### src/rtl/decoder.sv
// Slice-to-image assembler: gathers NUM_SLICES rows of SLICE_W bits into one
// parallel binary image and flags when every row of the frame has been written.
module decoder #(
    parameter int unsigned SLICE_W    = 8,
    parameter int unsigned NUM_SLICES = 8,
    localparam int unsigned SEL_W     = (NUM_SLICES > 1) ? $clog2(NUM_SLICES) : 1,
    localparam int unsigned IMG_W     = SLICE_W * NUM_SLICES
) (
    input  logic               clk,
    input  logic               rst,
    input  logic [SLICE_W-1:0] slice_i,
    input  logic [SEL_W-1:0]   sel,
    input  logic               en,
    output logic [IMG_W-1:0]   image_o,
    output logic [NUM_SLICES-1:0] row_mask_o,
    output logic               valid_o
);

    logic [IMG_W-1:0]      image_q, image_d;
    logic [NUM_SLICES-1:0] mask_q,  mask_d;
    logic                  valid_q, valid_d;
    logic                  sel_ok_c;

    // Row index is only honoured when it names an existing row.
    assign sel_ok_c = (32'(sel) < NUM_SLICES);

    // Next-state: write the selected row and track which rows this frame holds.
    always_comb begin
        image_d = image_q;
        mask_d  = mask_q;
        valid_d = valid_q;
        if (en && sel_ok_c) begin
            image_d[32'(sel) * SLICE_W +: SLICE_W] = slice_i;
            if (valid_q) begin
                // A write after a completed frame opens a new one; old rows stay.
                mask_d      = '0;
                mask_d[sel] = 1'b1;
            end else begin
                mask_d[sel] = 1'b1;
            end
            valid_d = &mask_d;
        end
    end

    // State registers with synchronous reset taking priority over writes.
    always_ff @(posedge clk) begin
        if (rst) begin
            image_q <= '0;
            mask_q  <= '0;
            valid_q <= 1'b0;
        end else begin
            image_q <= image_d;
            mask_q  <= mask_d;
            valid_q <= valid_d;
        end
    end

    assign image_o    = image_q;
    assign row_mask_o = mask_q;
    assign valid_o    = valid_q;

endmodule

### config.mk
export PLATFORM = sky130hd
export DESIGN_NAME = decoder
export DESIGN_NICKNAME = d
export VERILOG_FILES = /design/src/rtl/decoder.sv
export SDC_FILE = /design/constraint.sdc
export NUM_CORES = 1
export LEC_CHECK = 0
export BUFFER_PORTS_ARGS = -buffer_cell sky130_fd_sc_hd__buf_2
export CAP_MARGIN = 20
export CELL_PAD_IN_SITES_DETAIL_PLACEMENT = 1
export CELL_PAD_IN_SITES_GLOBAL_PLACEMENT = 2
export CORE_MARGIN = 3
export CORE_UTILIZATION = 31
export DETAILED_ROUTE_END_ITERATION = 8
export PLACE_DENSITY_LB_ADDON = 0.25
export REMOVE_ABC_BUFFERS = 1
export SYNTH_ARGS = -nofsm -noshare
export SYNTH_HDL_FRONTEND = slang
export SYNTH_SLANG_ARGS = --single-unit
### constraint.sdc
create_clock -name clk -period 4.98 [get_ports clk]
set_input_delay 0.747 -clock clk [delete_from_list [all_inputs] [get_ports clk]]
set_output_delay 0.747 -clock clk [all_outputs]
set_load 0.02 [all_outputs]
# ---- After elaboration in Yosys (flattened, before gate mapping)
# Index checks and enable logic that the tools add are counted.
dict set report word_totals {
  memories 0
  reg_bits 73
  input_bits 14
  latchBits 0
  word_cells 16
  ram_bits 0
  mem_bits_ro 0
  output_inout_bits 73
}
dict set report op_classes {
  bitwise_logic 1
  n_reduce_logical 2
  n_shift 2
  n_eq_ne 0
  n_mux 5
  n_lt_le_gt_ge 2
  mul 0
  div 0
  add_sub_neg 1
}
# op count
set op_table {}
lappend op_table {{$bwmux W64} 1}
lappend op_table {{$shift A8 B34 Y64 const A} 1}
lappend op_table {{$shiftx A8 B34 Y64} 1}
lappend op_table {{$neg A6 Y34} 1}
lappend op_table {{$mux W8} 2}
lappend op_table {{$or A8 B8 Y8} 1}
lappend op_table {{$reduce_and A8 Y1} 1}
lappend op_table {{$lt A3 B4 Y1 const B} 1}
lappend op_table {{$demux W1 S3} 1}
lappend op_table {{$ge A3 B1 Y1 const B} 1}
lappend op_table {{$logic_and A1 B1 Y1} 1}
lappend op_table {{$mux W1} 1}

# ---- Depth between registers and ports, before layout
# Gate-level depths: netlist of run 1.
dict set report logic_depth {
  depth_word 8
  depth_mapped 10
  depth_no_buf 7
}

# ---- Worst setup path after synthesis of run 1
# Ideal clock, no wire load.
dict set report synth_path {
  path_type {input to register}
  start {in sel[1]}
  end {reg image_q[32], in the netlist image_o[32]}
  arrival_time_ns 2.464
  stages 10
  path_slack_ns 2.383
  n_path_buf 3
  required_time_ns 4.848
  setup_ns 0.132
  cell_sequence {buf_2 > inv_1 > ha_1 > ha_1 > buf_2 > o31ai_4 > or4_1 > buf_2 > nand2_1 > a21oi_1}
}
dict set report synth_between {
  elab_chain_len 3
  word_cells_on_any_way 4
  classes_between {add/sub: 1; shift: 2; mux: 1}
}
# element line
set synth_rtl {}
lappend synth_rtl {{start, declared} 12} ;# input logic [SEL_W-1:0] sel,
lappend synth_rtl {{$neg A6 Y34 (*)} 33} ;# image_d[32'(sel) * SLICE_W +: SLICE_W] = slice_i;
lappend synth_rtl {{$shiftx A8 B34 Y64 or $shift A8 B34 Y64 (tied branches)} 33}
lappend synth_rtl {{$bwmux W64 (*)} 33}
lappend synth_rtl {{end signal, assigned} 52} ;# image_q <= image_d;
lappend synth_rtl {{end, declared} 19} ;# logic [IMG_W-1:0] image_q, image_d;
# Every way passes the cells marked *; elsewhere a longest branch is shown, timed or not.
# A chain may end at the register's enable or synchronous reset.

# ---- Final worst setup path of run 1
dict set report layout_path {
  start {in sel[0]}
  end {reg image_q[39], in the netlist image_o[39]}
}
# The elaborated chain is that of the path after synthesis.

==> results of run 1 <==
## final cells by class
class                   instances  area, sq um
clock buffers                  10          138
clock inverters                 5          104
fillers                      1186         5630
inverters                       5         18.8
multi-input cells             258         1420
flip-flops and latches         73         1460
well taps                     129          161
repair buffers                 87          438
## state kept, by name, summed over array words and instances (netlist names)
register	count
row_mask_o	8
valid_o	1
image_o	64
## stage by stage
step                      utilization [%]  cell area (sq um)  cells
after CTS                            39.9               3740    567
final                                39.9               3740    567
after floorplan                         -               2900    336
after detailed placement             37.3               3500    552
after global routing                 39.9               3740    567
after global placement               37.3               3500    552
## final timing paths
path	from	to	slack, ps	cells past startpoint
min	image_o[53]	image_o[53]	450	2
max reg2reg	valid_o	valid_o	3930	3
max	sel[0]	image_o[39]	2020	8
min reg2reg	image_o[53]	image_o[53]	450	2
## kinds of logic after synthesis
| group | after synthesis | share of synthesized area [%] |
|---|---|---|
| simple gates | 171 | 28.0 |
| fa+ha+maj | 6 | 2.47 |
| compound gates | 71 | 12.9 |
| flops | 73 | 48.0 |
| mux | 10 | 3.29 |
| buf+inv | 36 | 5.38 |
## worst min-delay path: cells and delay by family, from the launching register on
family	cells	cell delay, ps
AOI/OAI and AO/OA	1	50
and+or+nand+nor	1	50
DFF	1	310
## synthesized netlist by cell type, types with 2 or more instances
library cell / count
clkbuf_1: 16
nor2_1: 20
buf_2: 11
nor3_2: 3
nand3_1: 49
a22oi_1: 3
inv_1: 4
nor3_4: 2
or2_2: 3
nand2b_1: 2
ha_1: 6
nand2_1: 68
or3_1: 3
nor3b_1: 2
a21oi_1: 59
dfxtp_1: 73
o21ai_0: 4
nand4_1: 10
mux2i_1: 10
buf_4: 2
## cell usage in the layout, fill, tap and decap left out, types with 2 or more instances in the layout
master     synthesis  layout
a22oi_1            3       3
or3_1              3       3
mux2i_1           10      10
buf_2             11      86
nand2b_1           2       2
clkbuf_8           0      10
inv_1              4       4
nand2_1           68      68
nor3_4             2       2
a21oi_1           59      59
dfxtp_1           73      73
nand3_1           49      49
nor3b_1            2       2
nor3_2             3       3
o21ai_0            4       4
ha_1               6       6
or2_2              3       3
nor2_1            20      20
nand4_1           10      10
bufinv_16          0       3
## where the power goes
part           internal (uW)  switching (uW)
registers                589            3.79
clock network            344             220
logic                   24.9            79.6
total                    958             304
## metal layers
layer	global-route usage [%]	part of all wire, %	vias up	routed length, microns
met4	4.59	0.91	0	84
met5	0	0	-	0
li1	-	-	1396	-
met1	22.7	48	1331	4430
met2	27.5	47	66	4300
met3	4.63	4.7	9	439
==> run metrics, run 1 <==
status completed; Rel. slew slack 34.5%; Clock Skew 5.70 ps; pre-CTS WS 1650 ps; max-cap violations 0; layout cell share with drive strength beyond 1 26.5%; Via-to-Cell Ratio 4.94; startpoint types primary input; Final WS setup 2020 ps; largest area contributor in the netlist dfxtp_1; Worst Tran Pin Value 979 ps; Synth top area share 48.0%; Hold Vio Cnt, Final 0; gr usage total 17.1%; post-synthesis sequential area ratio 48.0%; antenna-violating nets left 0; first-pass GRT wire length 15000 microns; RSZ-0062 raised after global routing no; WL final 9250 microns; Period Utilization, post-route 59.5%; port bufs 86; Ports 87; GP Congestion 0.739; cell count after synthesis 367; H-tree levels 3; critical-path maximum fanout 23; Worst Setup Path Type in2reg; Final nets 454; CP bufs+invs 2; die area 11000 sq um; Hold Crit Class reg2reg; Setup crit end kind flop; Root Buffer clkbuf_8; pin count of the biggest net entering global routing 52; # resized after CTS 0; CTS tree done; clock latency at the later pin of the worst-skew pair 350 ps; CP max stage delay 660 ps; CTS max path bufs 2; slowest stage cell on the critical path or4_1; post-layout min period 2960 ps; DR pass1 iterations 4; mapped cell area 3050 sq um; Slew Limit Fails 0; pwr dens 337 nW/um^2; async set-reset flop share out of synthesis 0%; area growth from synthesis to layout 22.8%; Crit path required time 5180 ps; total number of vias 2802; Peak VDD IR 0.147 mV; GRT overflow 0; Design Power 1260 uW; Synth area leaders dfxtp_1 (48%), a21oi_1 (9.7%), nand2_1 (8.4%); Detail Placement HPWL 6470 microns; vias in the first global route 2768; Die H 105 microns; routed len/inst 16.3 microns; CTS Buf Count 9; Yosys cell types 37; Die Wd 105 microns; leakage 0.00156 uW; critical-path cell list buf_2, inv_2, ha_1, ha_1, o31ai_4, or4_1, nand2_1, a21oi_1; Sink Count 73; yosys warns 0; EDFF count, synth 0; synthesized area per cell 8.30 sq um; # diodes 0; initial antenna violation count 0; initial core utilization 32.5%; Rows 35; delay-heaviest family, CP simple AND/OR/NAND/NOR gates; flops & latches, synth 73; final setup fails 0; Iter 0 DRT Violations 84; Worst-path clk slew 70 ps; most used cell, CP ha_1; Min Hold Slack 452 ps; hold_buf cts 0; TNS Setup 0 ps; max frequency 0.337 GHz; DRC errors left 0; Post-CTS Setup Bufs 0; core footprint 9370 sq um; crit path DAT 3170 ps; Primary FF master, synth dfxtp_1
No activity file was read; power rests on OpenSTA's default activity.
==> run 2: changes to the inputs <==
--- a/config.mk
+++ b/config.mk
@@ -5,12 +5,13 @@
 export SDC_FILE = /design/constraint.sdc
 export NUM_CORES = 1
 export LEC_CHECK = 0
+export ABC_AREA = 1
 export BUFFER_PORTS_ARGS = -buffer_cell sky130_fd_sc_hd__buf_2
 export CAP_MARGIN = 20
 export CELL_PAD_IN_SITES_DETAIL_PLACEMENT = 1
 export CELL_PAD_IN_SITES_GLOBAL_PLACEMENT = 2
 export CORE_MARGIN = 3
-export CORE_UTILIZATION = 31
+export CORE_UTILIZATION = 26
 export DETAILED_ROUTE_END_ITERATION = 8
 export PLACE_DENSITY_LB_ADDON = 0.25
 export REMOVE_ABC_BUFFERS = 1
==> constraint.sdc (replaced) <==
create_clock -name clk -period 2.5 [get_ports clk]
set_input_delay 0.375 -clock clk [delete_from_list [all_inputs] [get_ports clk]]
set_output_delay 0.375 -clock clk [all_outputs]
set_load 0.02 [all_outputs]
==> run metrics, run 2 <==
# resized after CTS 0 (unchanged); H-tree levels 3 (unchanged); flops & latches, synth 73 (unchanged); yosys warns 0 (unchanged); final setup fails 0 (unchanged); delay-heaviest family, CP adder cells; CP max stage delay 410 ps (-250 ps); total number of vias 2918 (+4.1%); crit path DAT 2210 ps (-960 ps); max frequency 0.517 GHz; most used cell, CP ha_1; initial core utilization 26.9% (-5.6 points); Final nets 518 (+14%); Period Utilization, post-route 77.4%; Ports 87 (unchanged); first-pass GRT wire length 15300 microns (+1.8%); CTS Buf Count 9 (unchanged); most frequent cell after synthesis nor2_1; Design Power 2750 uW (+120%); port bufs 86 (unchanged); Crit path required time 2780 ps (-2400 ps); gr usage total 15.1% (-2.1 points); WL final 9490 microns (+2.6%); Detail Placement HPWL 7110 microns (+9.9%); GP Congestion 0.737 (-0.26%); DRC errors left 0 (unchanged); Iter 0 DRT Violations 80 (-4.8%); max-cap violations 0 (unchanged); TNS Setup 0 ps (unchanged); Setup crit end kind flop; Sink Count 73 (unchanged); leakage 0.00193 uW (+23%); Die H 115 microns (+9.6%); die area 13300 sq um (+20%); # diodes 0 (unchanged); Worst Tran Pin Value 427 ps (-551 ps); Worst Setup Path Type in2reg; area growth from synthesis to layout 26.7%; most frequent cells in the layout buf_2 (86), nor2_1 (81), dfxtp_1 (73), o21ai_0 (64), inv_1 (41); RSZ-0062 raised after global routing no; critical-path cell list buf_2, inv_1, ha_1, ha_1, nor3_1, nand3_2, inv_2, o21ai_0, nor2_1; Post-CTS Setup Bufs 0 (unchanged); DP Area 3660 sq um (+4.7%); startpoint types primary input; EDFF count, synth 0 (unchanged); Synth area leaders dfxtp_1 (47%), o21ai_0 (10%), nor2_1 (9.8%); post-synthesis sequential area ratio 47.1% (-0.87 points); vias in the first global route 2922 (+5.6%); Worst-path clk slew 50 ps (-20 ps); CTS max path bufs 2 (unchanged); GRT overflow 0 (unchanged); Primary FF master, synth dfxtp_1; Slew Limit Fails 0 (unchanged); Hold Vio Cnt, Final 0 (unchanged); cell count after synthesis 410 (+12%); Root Buffer clkbuf_16; CTS tree done; slowest stage cell on the critical path ha_1; Clock Skew 1.20 ps (-4.50 ps); Final Cell Area 3930 sq um (+5.0%); initial antenna violation count 0 (unchanged); status completed; Peak VDD IR 0.212 mV (+44%); async set-reset flop share out of synthesis 0% (unchanged); commonest non-fill, non-tap cell in the layout buf_2; post-layout min period 1930 ps; Hold Crit Class in2reg; largest area contributor in the netlist dfxtp_1; Rows 39 (+11%); mapped cell area 3100 sq um (+1.8%); pwr dens 700 nW/um^2 (+110%); Rel. slew slack 71.4% (+37 points); DR pass1 iterations 4 (unchanged); synthesized area per cell 7.57 sq um (-8.8%); Min Hold Slack 313 ps (-140 ps); critical-path maximum fanout 9 (-61%); core footprint 11500 sq um (+23%); Die Wd 115 microns (+9.6%); routed len/inst 14.7 microns (-9.7%); antenna-violating nets left 0 (unchanged); hold_buf cts 0 (unchanged); Via-to-Cell Ratio 4.53 (-8.3%); pin count of the biggest net entering global routing 39 (-25%); layout cell share with drive strength beyond 1 24.2% (-2.3 points); Synth top area share 47.1% (-0.87 points); clock latency at the later pin of the worst-skew pair 340 ps (about the same); CP bufs+invs 3 (+1); max FFs per register 64 (unchanged); Post-synth top cells nor2_1 (81), dfxtp_1 (73), o21ai_0 (64); Yosys cell types 29 (-22%)
-- run 2: path summary, 6_finish.rpt --
| path | from | to | slack [ps] | depth (start not counted) |
|---|---|---|---|---|
| setup reg to reg | valid_o | valid_o | 1380 | 6 |
| hold / removal | slice_i[7] | image_o[7] | 310 | 3 |
| setup / recovery | sel[1] | image_o[3] | 570 | 9 |
| hold reg to reg | image_o[25] | image_o[25] | 440 | 2 |
-- run 2: kinds of logic (layout without fill, tap and decap cells) --
| kind of cell | after synthesis | after routing | synth area share, % |
|---|---|---|---|
| buffers and inverters | 62 | 153 | 8.75 |
| AOI/OAI and AO/OA | 101 | 101 | 16.5 |
| and+or+nand+nor | 168 | 168 | 25.3 |
| adders and majority gates | 6 | 6 | 2.42 |
| DFF | 73 | 73 | 47.1 |
-- run 2: through the flow --
step / worst slack (ps) / utilization, % / instances
2_1_floorplan: 588 / - / 394
3_3_place_gp: 282 / 31.8 / 630
3_5_place_dp: 217 / 31.8 / 630
4_1_cts: 583 / 34.1 / 644
5_1_grt: 360 / 34.1 / 644
6_report: 566 / 34.1 / 644
-- run 2: report_power, final --
group / internal (uW) / switching [uW]
clock: 716 / 463
sequential: 1210 / 21.9
combinational: 101 / 242
total: 2020 / 728
-- run 2: worst reg2reg max path: cells and delay by family (launching register included) --
kind,cells,cell delay [ps]
compound gates,1,120
buf+inv,1,170
flops,1,350
simple gates,4,420
-- run 2: layout make-up --
class / count / area, sq um
fill: 1458 / 7590
sequential: 73 / 1460
multi-input combinational: 275 / 1370
timing repair buffer: 93 / 483
clock buffer: 14 / 264
tap: 143 / 179
inverter: 46 / 173
-- run 2: per-layer routing --
layer  up-vias  part of all wire (%)  global-route usage, %
li1       1508                     -                      -
met1      1347                    46                   19.0
met2        53                    47                   23.9
met3        10                   5.3                   4.74
met4         0                   1.4                   6.10
met5         -                     0                      0
==> run 3: changes to the inputs <==
--- a/config.mk
+++ b/config.mk
@@ -11,7 +11,7 @@
 export CELL_PAD_IN_SITES_DETAIL_PLACEMENT = 1
 export CELL_PAD_IN_SITES_GLOBAL_PLACEMENT = 2
 export CORE_MARGIN = 3
-export CORE_UTILIZATION = 26
+export CORE_UTILIZATION = 28
 export DETAILED_ROUTE_END_ITERATION = 8
 export PLACE_DENSITY_LB_ADDON = 0.25
 export REMOVE_ABC_BUFFERS = 1
==> constraint.sdc (replaced) <==
create_clock -name clk -period 2 [get_ports clk]
set_input_delay 0.3 -clock clk [delete_from_list [all_inputs] [get_ports clk]]
set_output_delay 0.3 -clock clk [all_outputs]
set_load 0.02 [all_outputs]
==> run metrics, run 3 (synthesis results as in run 2) <==
status completed; vias in the first global route 3080 (+5.4%); Worst R2R End valid_o; Sw Pwr 877 uW (+20%); Filler cells 1347 (-7.6%); Iter 0 DRT Violations 98 (+23%); Final WS setup 354 ps (-212 ps); post-layout min period 1650 ps; Final Core Density 37.1% (+3.0 points); Clock Skew 3.74 ps (+2.54 ps); total number of vias 2964 (+1.6%); hold endpoint image_o[5]; # diodes 0 (unchanged); GP Congestion 0.824 (+12%); antenna-violating nets left 0 (unchanged); pre-CTS WS -11.9 ps (-229 ps); Detail Placement HPWL 7250 microns (+1.9%); Die H 111 microns (-3.4%); commonest non-fill, non-tap cell in the layout buf_2; clock latency at the later pin of the worst-skew pair 340 ps (about the same); pin count of the biggest net entering global routing 21 (-46%); CTS tree done; Setup crit end kind flop; reg2reg path depth 7 (+1); pwr dens 800 nW/um^2 (+14%); Period Utilization, post-route 82.3%; max frequency 0.608 GHz; Root Buffer clkbuf_8; Slew Limit Fails 0 (unchanged); port bufs 86 (unchanged); GRT overflow 0 (unchanged); DRC errors left 0 (unchanged); hold path start slice_i[5]; H-tree levels 3 (unchanged); gr usage total 15.7% (+0.61 points); DR pass1 iterations 4 (unchanged); Worst Tran Pin Value 538 ps (+111 ps); Design Power 3130 uW (+14%); Ports 87 (unchanged); crit path DAT 1930 ps (-280 ps); critical-path cell list buf_2, inv_2, ha_1, ha_1, nor3_1, nand3_2, inv_2, o21ai_0, nor2_1; Final Non-Filler Cells 648 (+0.62%); Sw Share 28.0% (+1.5 points); max-cap violations 0 (unchanged); CTS max path bufs 2 (unchanged); P_int 2260 uW (+11%); Crit path required time 2280 ps (-500 ps); startpoint types primary input; Worst-path clk slew 80 ps (+30 ps); max FFs per register 64 (unchanged); Die Wd 111 microns (-3.4%); routed len/inst 14.6 microns (-0.65%); initial antenna violation count 0 (unchanged); clock power share 36.8% (-6.1 points); slowest stage cell on the critical path ha_1; placed insts 632 (+0.32%); final setup fails 0 (unchanged); WL final 9490 microns (about the same); Worst Setup Path Type in2reg; Hold Vio Cnt, Final 0 (unchanged); Hold Path Depth 3 (unchanged); R2R Path Start valid_o; layout cell share with drive strength beyond 1 25.8% (+1.6 points); Post-CTS Setup Bufs 0 (unchanged); CP max stage delay 400 ps (about the same); initial core utilization 29.4% (+2.5 points); RSZ-0062 raised after global routing no; first-pass GRT wire length 15800 microns (+3.5%); # resized after CTS 0 (unchanged); Sink Count 73 (unchanged); Via-to-Cell Ratio 4.57 (+0.95%); CTS Buf Count 9 (unchanged); r2r setup slk 850 ps (-530 ps); Rows 37 (-5.1%); area growth from synthesis to layout 26.1%; Hold Crit Class in2reg; Rel. slew slack 64.1% (-7.3 points); Final nets 527 (+1.7%); critical-path maximum fanout 9 (unchanged); Sequential Power Share 49.0% (+4.3 points); Peak VDD IR 0.328 mV (+55%); hold_buf cts 0 (unchanged); die area 12400 sq um (-6.8%); Gate power share 14.2% (+1.7 points); most frequent cells in the layout buf_2 (86), nor2_1 (81), dfxtp_1 (73), o21ai_0 (64), inv_1 (41); leakage 0.00194 uW (+0.65%); core footprint 10600 sq um (-8.3%)
## run 3: cell types whose count changed in the layout (fill, tap and decap cells not counted)
cell	before	now
clkinv_2	0	2
bufinv_16	0	1
buf_4	7	16
clkbuf_8	2	10
clkbuf_16	9	0
## run 3: stage by stage
step	hold slack (ps)	TNS [ps]	cell area, sq um
floorplan	369	0	3000
global placement	430	0	3720
detailed placement	439	-15.1	3720
CTS	204	0	3910
global route	217	0	3910
finish	216	0	3910
## run 3: how the worst max path moves through the flow
| stage | slack [ps] | start | depth (start not counted) | end |
|---|---|---|---|---|
| 2_1_floorplan | 160 | sel[0] | 8 | image_o[32] |
| 3_3_place_gp | 60 | sel[0] | 9 | image_o[3] |
| 3_5_place_dp | -10 | sel[0] | 9 | image_o[3] |
| 4_1_cts | 350 | sel[0] | 9 | image_o[3] |
| 5_1_grt | 200 | sel[0] | 9 | image_o[3] |
| 6_report | 350 | sel[0] | 9 | image_o[3] |
## run 3: worst max-delay path, delay by kind of cell
| kind | cells | cell delay, ps |
|---|---|---|
| compound gates | 1 | 100 |
| simple gates | 3 | 580 |
| fa+ha+maj | 2 | 630 |
| buf+inv | 3 | 330 |
## run 3: area by class of cell
type / count / area (sq um) / share of cell area, %
tap: 136 / 170 / 4.35
inverter: 46 / 173 / 4.41
clock buffer: 13 / 149 / 3.81
sequential: 73 / 1460 / 37.4
timing repair buffer: 102 / 551 / 14.1
clock inverter: 3 / 40.0 / 1.02
multi-input combinational: 275 / 1370 / 35.0
## run 3: per-layer routing
metal  share of wire, %  GRT usage (%)  up-vias
li1                   -              -     1523
met1                 49           20.4     1375
met2                 46           26.0       54
met3                3.7           2.89       12
met4                1.5           5.43        0
met5                  0              0        -
## run 3: power groups by stage
stage / Clock, uW / Combinational, uW / Sequential [uW]
finish: 1150 / 446 / 1530
global route: 1270 / 497 / 1540
CTS: 1190 / 453 / 1540
detailed placement: 0 / 451 / 1570
global placement: 0 / 445 / 1570
floorplan: 0 / 204 / 1630
